--- src/rtl/serial_comparator_pkg.sv ---
// Shared encodings for the serial arithmetic blocks: FSM states and one-hot result bit indices.
package serial_comparator_pkg;

  typedef enum logic [1:0] {
    ST_IDLE  = 2'd0,
    ST_SHIFT = 2'd1,
    ST_DONE  = 2'd2
  } state_t;

  localparam int RES_B  = 0;
  localparam int RES_A  = 1;
  localparam int RES_EQ = 2;

  typedef logic [2:0] res_t;

  localparam res_t RES_RESET = res_t'(1) << RES_EQ;

  // Cascade-in normalisation: A>B wins over B>A, anything else counts as equal.
  function automatic res_t seed_res(input logic a_gt, input logic b_gt);
    res_t r;
    r = '0;
    if (a_gt)      r[RES_A]  = 1'b1;
    else if (b_gt) r[RES_B]  = 1'b1;
    else           r[RES_EQ] = 1'b1;
    return r;
  endfunction

endpackage

--- src/rtl/binary_comparator_1bit.sv ---
// Single-bit magnitude decision used by the serial comparator on the current LSB pair.
module binary_comparator_1bit (
  input  logic a,
  input  logic b,
  output logic gt,
  output logic lt,
  output logic eq
);

  assign gt = a & ~b;
  assign lt = ~a & b;
  assign eq = ~(a ^ b);

endmodule

--- src/rtl/serial_comparator.sv ---
// Bit-serial magnitude comparator, LSB first, seeded by a cascade-in result.
// Define SIGNED_CMP_EN for two's-complement operands (MSB step uses inverted sense).
module serial_comparator
  import serial_comparator_pkg::*;
#(
  parameter int WIDTH = 8
) (
  input  logic             clk,
  input  logic             rst_n,
  input  logic             start,
  input  logic [WIDTH-1:0] a,
  input  logic [WIDTH-1:0] b,
  input  logic             b_bigger1,
  input  logic             a_bigger1,
  input  logic             eq1,
  output logic             busy,
  output logic             done,
  output logic             b_bigger,
  output logic             a_bigger,
  output logic             eq
);

  localparam int              CW   = $clog2(WIDTH);
  localparam logic [CW-1:0]   LAST = CW'(WIDTH - 1);

  state_t           state, state_nxt;
  logic [CW-1:0]    count;
  logic [WIDTH-1:0] sa, sb;
  res_t             work, work_nxt, res_q;
  logic             bit_gt, bit_lt, bit_eq;
  logic             last_step, flip;

  // eq1 carries no information beyond the other two cascade bits under the priority rule.
  logic unused_eq1;
  assign unused_eq1 = eq1;

  binary_comparator_1bit u_bit (
    .a  (sa[0]),
    .b  (sb[0]),
    .gt (bit_gt),
    .lt (bit_lt),
    .eq (bit_eq)
  );

  assign last_step = (count == LAST);

`ifdef SIGNED_CMP_EN
  assign flip = last_step;
`else
  assign flip = 1'b0;
`endif

  always_comb begin
    work_nxt = work;
    if (!bit_eq) begin
      work_nxt         = '0;
      work_nxt[RES_A]  = flip ? bit_lt : bit_gt;
      work_nxt[RES_B]  = flip ? bit_gt : bit_lt;
    end
  end

  always_comb begin
    state_nxt = state;
    case (state)
      ST_IDLE:  if (start) state_nxt = ST_SHIFT;
      ST_SHIFT: if (last_step) state_nxt = ST_DONE;
      ST_DONE:  state_nxt = ST_IDLE;
      default:  state_nxt = ST_IDLE;
    endcase
  end

  always_ff @(posedge clk or negedge rst_n) begin
    if (!rst_n) state <= ST_IDLE;
    else        state <= state_nxt;
  end

  always_ff @(posedge clk or negedge rst_n) begin
    if (!rst_n) begin
      count <= '0;
      sa    <= '0;
      sb    <= '0;
      work  <= RES_RESET;
      res_q <= RES_RESET;
    end else begin
      case (state)
        ST_IDLE: if (start) begin
          sa    <= a;
          sb    <= b;
          count <= '0;
          work  <= seed_res(a_bigger1, b_bigger1);
        end
        ST_SHIFT: begin
          work  <= work_nxt;
          sa    <= sa >> 1;
          sb    <= sb >> 1;
          count <= count + 1'b1;
          // Only the final bit's result becomes architecturally visible.
          if (last_step) res_q <= work_nxt;
        end
        default: ;
      endcase
    end
  end

  assign busy     = (state != ST_IDLE);
  assign done     = (state == ST_DONE);
  assign a_bigger = res_q[RES_A];
  assign b_bigger = res_q[RES_B];
  assign eq       = res_q[RES_EQ];

endmodule
--- config.mk ---
export PLATFORM = sky130hd
export DESIGN_NAME = serial_comparator
export DESIGN_NICKNAME = d
export VERILOG_FILES = /design/src/rtl/serial_comparator_pkg.sv /design/src/rtl/binary_comparator_1bit.sv /design/src/rtl/serial_comparator.sv
export SDC_FILE = /design/constraint.sdc
export NUM_CORES = 1
export LEC_CHECK = 0
export BUFFER_PORTS_ARGS = -buffer_cell sky130_fd_sc_hd__buf_2
export CAP_MARGIN = 20
export CORE_MARGIN = 10
export CORE_UTILIZATION = 55
export DETAILED_ROUTE_END_ITERATION = 10
export HOLD_SLACK_MARGIN = 0.05
export PLACE_DENSITY = 0.92
export SETUP_SLACK_MARGIN = 0.05
export SLEW_MARGIN = 20
export SYNTH_ARGS = -nofsm -noshare
export SYNTH_HDL_FRONTEND = slang
export SYNTH_HIERARCHICAL = 1
export SYNTH_SLANG_ARGS = --single-unit
export TNS_END_PERCENT = 50
--- constraint.sdc ---
create_clock -name clk -period 2.59 [get_ports clk]
set_clock_uncertainty 0.1 [all_clocks]
set_input_delay 0.518 -clock clk [delete_from_list [all_inputs] [get_ports clk]]
set_output_delay 0.518 -clock clk [all_outputs]
set_load 0.1 [all_outputs]
==> results of run 1 <==
-- logic make-up after synthesis --
group | Yosys count
and+or+nand+nor | 31
adders and majority gates | 4
AOI/OAI and AO/OA | 32
muxes | 17
DFF | 27
buffers and inverters | 13
-- power breakdown --
part | leakage, µW | switching [µW] | total, µW | internal, µW
Sequential | 0.000337 | 120 | 718 | 599
Clock | 0.0000150 | 114 | 174 | 60.1
Combinational | 0.000401 | 507 | 827 | 320
Total | 0.000753 | 741 | 1720 | 979
-- cell usage after synthesis (all sizes together) --
master | n | area share (%)
dfrtp | 25 | 47
nand2 | 21 | 5.9
o21ai | 20 | 7.5
mux2i | 16 | 12
buf | 7 | 5.3
a21oi | 5 | 1.9
inv | 5 | 1.4
ha | 4 | 3.8
nor2b | 4 | 2.4
a22o | 2 | 1.3
dfstp | 2 | 3.9
nor2 | 2 | 0.56
a22oi | 1 | 0.56
a32oi | 1 | 0.66
and2b | 1 | 0.56
clkbuf | 1 | 0.28
mux2 | 1 | 0.84
nand3b | 1 | 0.56
nor3b | 1 | 0.56
o21bai | 1 | 1.4
o22a | 1 | 0.66
o22ai | 1 | 0.47
or2 | 1 | 0.47
-- sequential cells by signal (all words and copies together), names as in the netlist --
register  cells
work          3
res_q         3
sa            8
state         2
sb            8
count         3
-- per-layer routing --
metal  global-route usage, %  routed length (µm)
met5                       0                   0
met1                    12.7                1220
met4                    2.00                   9
met2                    17.2                1170
met3                    3.00                 161
-- layout make-up --
cell class / count / area (µm²) / area share, %
flip-flops and latches: 27 / 678 / 46.7
multi-input cells: 84 / 562 / 38.7
repair buffers: 26 / 133 / 9.13
well taps: 28 / 35.0 / 2.41
clock buffers: 4 / 26.3 / 1.81
inverters: 5 / 18.8 / 1.29
-- final timing paths --
kind / from / endpoint / slack, ns / cells after the start
setup / recovery: state[0] / busy / 0.48 / 2
hold / removal: rst_n / res_q[0] / 0.09 / 1
setup reg to reg: state[0] / work[1] / 0.75 / 3
hold reg to reg: work[2] / work[2] / 0.39 / 2
max in group asynchronous: rst_n / work[0] / 1.93 / 1
min in group clk: b_bigger1 / work[2] / 0.27 / 2
-- per-stage QoR --
step	setup slack, ns	utilization, %	instance area, µm²	cells	hold slack (ns)
after floorplan	0.0997	-	1330	124	0.122
after global placement	0.848	63.3	1430	170	0.353
after detailed placement	0.784	63.3	1430	170	0.371
after CTS	0.472	64.4	1450	174	0.0990
after global routing	0.394	64.4	1450	174	0.116
final	0.482	64.4	1450	174	0.0868
-- critical path, cell delays in order, from the launching register on --
cell	delay [ns]
dfrtp_1	0.59
or2_2	0.18
buf_2	0.41
==> impl_metrics.yaml, run 1 <==
synth:
  ys_seq_area_share_pct: 50.8
  syn-cell-area_um2: 1330
  synthXorXnorAreaFrac_pct: 0
  muxShareOfSynthArea_pct: 12.9
  synthesis.nets: 150
  synth-compound-area-share_pct: 14.4
  synth_top_family_by_area: "compound AO/OA/AOI/OAI gates"
  synth_fa_ha_area_share_pct: 3.75
  synth-warning-count: 6
  ys_ff_latch: 27
  synth-simple-area-share_pct: 11.1
  avgSynthCellArea_um2: 10.8
  synth_cell_types: 27
  syn-instance-count: 124
timing:
  tightest_slew_ns: 0.619
  maxSlewViolCount: 0
  finalSetupTns_ns: 0
  timing.fmax_ghz: 0.474
  slew_headroom_pct: 58.7
  final.min_clock_period_ns: 2.11
  fin_crit_sh_pct: 81.4
  rsz0062_at_grt: "no"
  hold_viol: 0
  setup_viol: 0
place:
  numPortBuffers: 25
  dp_hpwl_mm: 1.99
  routabilityCongestion: 0.756
critical_path:
  end_kind: "primary output"
  cp_max_fo: 11
  worstPathRequired_ns: 1.97
  crit_type: "reg2out"
  cp-start-kind: "register"
  worstPathArrival_ns: 1.49
detailed_routing:
  num_vias: 962
  drt_iter0_drc: 24
  drtPass1Iterations: 4
  viasPerCell: 5.53
  wirelength_mm: 2.57
  ant_nets: 0
  routedWlPerCell_um: 14.7
  drc_errors: 0
clocking:
  clk_pin_slew_ns: 0.14
  cts_sinks: 27
  cts_inserted_buffers: 3
  cts_tree: "done"
  root_buffer: "clkbuf_4"
  clk_path_buf_depth: 2
  insertion_delay_ns: 0.31
  hold_buffers: 0
  cts_resized: 0
  cts_setup_buffers: 0
  cts_htree_levels: 1
layout:
  antenna_cells: 0
  final_layout_size_suffix_gt1_share_pct: 24.0
  nFillCells: 200
  area_growth_pct: 8.91
  layout.nets: 173
  final_cell_mix: "dfrtp_1, buf_2, nand2_1"
global_routing:
  grt_pass1_wl_mm: 4.39
  grt_max_degree: 28
  gr-total-overflow: 0
  grt.total_usage_pct: 10.3
  grt_pass1_vias: 1007
  antenna_found_initial: 0
power:
  p_leak_uw: 0.000753
  finalPower_uw: 1720
  peakVddDrop_mv: 0.929
  p_per_area_nw_per_um2: 1180
floorplan:
  rows: 17
  io_pins: 27
  die_y_um: 69.2
  dieArea_um2: 4790
  coreArea_um2: 2250
  start_util_pct: 59.2
  die-width_um: 69.2
flow_run:
  drv_cap: 0
run_status:
  status: "completed"
hold_path:
  hold_path.class: "in2async"
Power figures use the tool's default switching activity.
==> run 2, diff against run 1 <==
--- a/config.mk
+++ b/config.mk
@@ -5,13 +5,14 @@
 export SDC_FILE = /design/constraint.sdc
 export NUM_CORES = 1
 export LEC_CHECK = 0
+export ABC_AREA = 1
 export BUFFER_PORTS_ARGS = -buffer_cell sky130_fd_sc_hd__buf_2
 export CAP_MARGIN = 20
 export CORE_MARGIN = 10
 export CORE_UTILIZATION = 55
 export DETAILED_ROUTE_END_ITERATION = 10
 export HOLD_SLACK_MARGIN = 0.05
-export PLACE_DENSITY = 0.92
+export PLACE_DENSITY = 0.91
 export SETUP_SLACK_MARGIN = 0.05
 export SLEW_MARGIN = 20
 export SYNTH_ARGS = -nofsm -noshare
==> constraint.sdc (replaced) <==
create_clock -name clk -period 2.1 [get_ports clk]
set_clock_uncertainty 0.1 [all_clocks]
set_input_delay 0.42 -clock clk [delete_from_list [all_inputs] [get_ports clk]]
set_output_delay 0.42 -clock clk [all_outputs]
set_load 0.1 [all_outputs]
==> run 2 against run 1 <==
Effect of this change: count of clock-buffer cells in the layout unchanged; final cell count rose by 39%; largest power group unchanged; sequential share of layout area is 7.1 points lower; critical endpoint unchanged; highest routed layer unchanged.
==> impl_metrics.yaml, run 2 <==
layout:
  antenna_cells: 0
  fin_area_um2: 1710
  final_cell_mix: "nand2_1, dfrtp_1, inv_1, buf_2, nand3_1"
  fin_cells: 241
  final_layout_size_suffix_gt1_share_pct: 23.8
  final_common_cell: "nand2_1"
  area_growth_pct: 12.6
  top_regs: "sa (8), sb (8)"
  layout.nets: 237
clocking:
  cts_tree: "done"
  insertion_delay_ns: 0.33
  root_buffer: "clkbuf_4"
  cts_sinks: 27
  clk_path_buf_depth: 2
  clk_pin_slew_ns: 0.14
  cts_htree_levels: 1
  cts_resized: 0
  cts_inserted_buffers: 3
place:
  placed_area_um2: 1680
  numPlacedInstances: 236
  routabilityCongestion: 0.823
  dp_hpwl_mm: 2.21
  numPortBuffers: 25
critical_path:
  r2r-start: "state[0]"
  r2r_slack_ns: 0.55
  end_kind: "primary output"
  crit_start: "state[1]"
  slowest_delay_ns: 0.50
  endpoint: "busy"
  slowest_stage: "dfrtp_1"
  cp_max_fo: 6
  r2r_cells: 3
  cp-start-kind: "register"
  worstPathRequired_ns: 1.58
  worstPathArrival_ns: 1.38
  reg2reg_to: "sb[1]"
  crit_type: "reg2out"
  crit_chain: "nor2_1 -> inv_1 -> buf_12"
synth:
  ys_ff_latch: 27
  syn-instance-count: 185
  synth_top_area_cell: "dfrtp_1"
  synth_cell_types: 20
  synth_edf_count: 0
  yosysTopAreaCellShare_pct: 41.1
  syn-cell-area_um2: 1520
  ys_top_cells_by_count: "nand2_1, dfrtp_1, inv_1"
  synthFlopType: "dfrtp_1"
  synth-warning-count: 6
  avgSynthCellArea_um2: 8.22
  synthesis.nets: 211
  synthArstFlopShare_pct: 100
  ys_seq_area_share_pct: 44.6
  synth_most_common_cell: "nand2_1"
  yosys-top-cells-area: "dfrtp_1, nand2_1, nand3_2"
floorplan:
  rows: 19
  start_util_pct: 56.1
  dieArea_um2: 5270
  io_pins: 27
  coreArea_um2: 2710
  die-width_um: 72.6
  die_y_um: 72.6
timing:
  tightest_slew_ns: 0.857
  fin_crit_sh_pct: 90.5
  timing.fmax_ghz: 0.526
  final.min_clock_period_ns: 1.90
  finalSetupTns_ns: 0
  maxSlewViolCount: 0
  setup_viol: 0
  hold_viol: 0
  slew_headroom_pct: 42.9
  rsz0062_at_grt: "no"
hold_path:
  hold_path.class: "in2reg"
  min_path_cells: 3
  hold_start: "a[7]"
global_routing:
  grt_pass1_wl_mm: 5.13
  grt_max_degree: 28
  gr-total-overflow: 0
  grt_pass1_vias: 1203
  antenna_found_initial: 0
  grt.total_usage_pct: 11.6
run_status:
  status: "completed"
power:
  p_leak_uw: 0.000962
  peakVddDrop_mv: 1.03
  p_per_area_nw_per_um2: 1450
detailed_routing:
  drc_errors: 0
  drt_iter0_drc: 68
  ant_nets: 0
  drtPass1Iterations: 7
  routedWlPerCell_um: 12.6
  viasPerCell: 5.00
  num_vias: 1206
  wirelength_mm: 3.03
flow_run:
  drv_cap: 0
run 2: cell type report:
class,instances,area [µm²]
clock buffer,4,26.3
tap,31,38.8
inverter,24,92.6
fill,247,997
sequential,27,678
multi-input combinational,127,697
timing repair buffer,28,180
run 2: worst min-delay path by stage:
stage / end / slack, ns
finish: sa[7] / 0.23
global route: sa[7] / 0.24
CTS: sa[7] / 0.23
detailed placement: sb[5] / 0.36
global placement: sb[7] / 0.35
floorplan: count[0] / 0.02
run 2: per-layer routing:
| metal | global-route usage (%) | up-vias | routed length (µm) |
|---|---|---|---|
| li1 | - | 624 | - |
| met1 | 13.8 | 550 | 1360 |
| met2 | 19.8 | 28 | 1490 |
| met3 | 2.86 | 4 | 149 |
| met4 | 4.01 | 0 | 28 |
| met5 | 0 | - | 0 |
run 2: timing repair:
item                      in CTS  in global routing
hold endpoints to repair      25                  0
buffers inserted               0                  0
hold buffers                   1                  0
run 2: report_power, final:
| part | switching, µW | internal [µW] | total (µW) |
|---|---|---|---|
| sequential | 129 | 768 | 897 |
| combinational | 902 | 464 | 1370 |
| clock | 153 | 74.5 | 228 |
run 2: metrics by stage:
step           utilization [%]  setup WS (ns)  power (µW)  hold slack, ns
4_1_cts                   63.2          0.207        2520           0.230
2_1_floorplan                -          0.273        2050          0.0244
3_3_place_gp              61.9          0.474        2240           0.351
5_1_grt                   63.2          0.128        2710           0.239
6_report                  63.2          0.199        2490           0.229
3_5_place_dp              61.9          0.434        2280           0.357
run 2: critical path: cells and delay by family (launching register included):
kind | cells | cell delay [ns]
buf+inv | 2 | 0.30
simple gates | 1 | 0.26
flops | 1 | 0.50
run 2: cells by family after synthesis:
kind of cell | after synthesis | synth area share, %
flops | 27 | 44.6
simple gates | 116 | 39.5
buf+inv | 31 | 10.1
fa+ha+maj | 4 | 3.29
compound gates | 7 | 2.55
==> run 3, diff against run 2 <==
--- a/config.mk
+++ b/config.mk
@@ -5,14 +5,15 @@
 export SDC_FILE = /design/constraint.sdc
 export NUM_CORES = 1
 export LEC_CHECK = 0
-export ABC_AREA = 1
+export ABC_AREA = 0
 export BUFFER_PORTS_ARGS = -buffer_cell sky130_fd_sc_hd__buf_2
 export CAP_MARGIN = 20
 export CORE_MARGIN = 10
-export CORE_UTILIZATION = 55
+export CORE_UTILIZATION = 53
 export DETAILED_ROUTE_END_ITERATION = 10
 export HOLD_SLACK_MARGIN = 0.05
-export PLACE_DENSITY = 0.91
+export MAX_ROUTING_LAYER = met4
+export PLACE_DENSITY = 0.89
 export SETUP_SLACK_MARGIN = 0.05
 export SLEW_MARGIN = 20
 export SYNTH_ARGS = -nofsm -noshare
==> run 3 against run 2 <==
Effect of this change: non-clock buffer count shrank 1; via count fell by 24%; final cell count shrank 27%; largest cell class is now sequential cells; largest power group unchanged.
==> impl_metrics.yaml, run 3 (synthesis results as in run 1) <==
clocking:
  cts_htree_levels: 1
  cts_inserted_buffers: 3
  root_buffer: "clkbuf_4"
  clk_path_buf_depth: 2
  cts_tree: "done"
  insertion_delay_ns: 0.31
  clk_pin_slew_ns: 0.14
  cts_setup_buffers: 0
  cts_sinks: 27
layout:
  fin_cells: 177
  final_cell_mix: "dfrtp_1, buf_2, nand2_1"
  area_growth_pct: 10.3
  top_regs: "sa (8), sb (8)"
  final_layout_size_suffix_gt1_share_pct: 25.2
  layout.nets: 174
  antenna_cells: 0
floorplan:
  die_y_um: 70.2
  coreArea_um2: 2430
  io_pins: 27
  start_util_pct: 54.8
  rows: 18
  dieArea_um2: 4920
  die-width_um: 70.2
critical_path:
  worstPathRequired_ns: 1.58
  cp_max_fo: 10
  worstPathArrival_ns: 1.45
  crit_type: "reg2out"
  cp-start-kind: "register"
  end_kind: "primary output"
global_routing:
  grt_pass1_wl_mm: 4.42
  antenna_found_initial: 0
  grt_pass1_vias: 975
  grt.total_usage_pct: 10.7
  grt_max_degree: 35
  gr-total-overflow: 0
detailed_routing:
  wl_met2_mm: 1.10
  drc_errors: 0
  drt_iter0_drc: 32
  wirelength_mm: 2.46
  routedWlPerCell_um: 13.9
  top_layer: "met4"
  viasPerCell: 5.18
  wl_met1_mm: 1.20
  num_vias: 916
  drtPass1Iterations: 4
  detailroute.wirelength.met3_um: 138
  ant_nets: 0
timing:
  fin_crit_sh_pct: 94.0
  finalSetupTns_ns: 0
  tightest_slew_ns: 0.683
  maxSlewViolCount: 0
  slew_headroom_pct: 54.3
  final.min_clock_period_ns: 1.97
  timing.fmax_ghz: 0.507
  hold_viol: 0
  rsz0062_at_grt: "yes"
  setup_viol: 0
run_status:
  status: "completed"
power:
  p_leak_uw: 0.000755
  peakVddDrop_mv: 0.966
  finalPower_uw: 2110
  p_per_area_nw_per_um2: 1430
place:
  routabilityCongestion: 0.899
  numPortBuffers: 25
  numPlacedInstances: 172
flow_run:
  drv_cap: 0
hold_path:
  hold_path.class: "in2reg"
run 3: cell count changes in the layout (fill, tap and decap cells not counted), moves of 4 or more:
cell,change
mux2i_1,+16
nand3b_1,-12
a21oi_1,+4
inv_1,-18
o21ai_0,+8
o21ai_1,+7
nand3_1,-14
nand3_2,-10
nand2_1,-50
run 3: critical path: stages, from the launching register on:
cell and delay, ns:
dfrtp_1 0.56, or2_2 0.17, buf_2 0.41
run 3: power by group:
group	switching, µW	total (µW)	internal [µW]	leakage (µW)
logic	609	1010	397	0.000404
clock network	145	219	74.2	0.0000150
registers	142	881	740	0.000336
total	895	2110	1210	0.000755
run 3: layout make-up:
| type | count | area [µm²] |
|---|---|---|
| fill | 220 | 961 |
| sequential | 27 | 679 |
| multi-input combinational | 84 | 564 |
| timing repair buffer | 27 | 145 |
| tap | 30 | 37.5 |
| clock buffer | 4 | 26.3 |
| inverter | 5 | 18.8 |
run 3: worst paths after layout:
path                            from        to  slack (ns)  cells past startpoint
min in group asynchronous      rst_n  res_q[0]        0.52                      2
hold / removal             b_bigger1   work[2]        0.17                      2
setup reg to reg            state[0]   work[1]        0.42                      3
max in group asynchronous      rst_n  state[0]        0.96                      2
setup / recovery            state[1]      busy        0.13                      2
hold reg to reg              work[2]   work[2]        0.39                      2
run 3: metal layers:
metal	vias to the layer above	track usage, %
met4	0	2.63
met1	418	13.1
met5	-	-
met2	25	16.8
met3	4	3.11
li1	469	-
run 3: metrics by stage:
step,utilization (%),setup WS (ns),cell area [µm²],hold slack [ns]
6_report,60.5,0.126,1470,0.170
5_1_grt,60.5,0.0362,1470,0.156
4_1_cts,60.3,0.0600,1470,0.163
3_5_place_dp,58.8,0.385,1430,0.360
3_3_place_gp,58.8,0.436,1430,0.340
2_1_floorplan,-,0.239,1340,0.0244
run 3: what timing repair did:
action	in CTS	in global routing
hold buffers	1	0
resized for setup	0	2
hold endpoints to repair	25	0
setup endpoints to repair	0	2
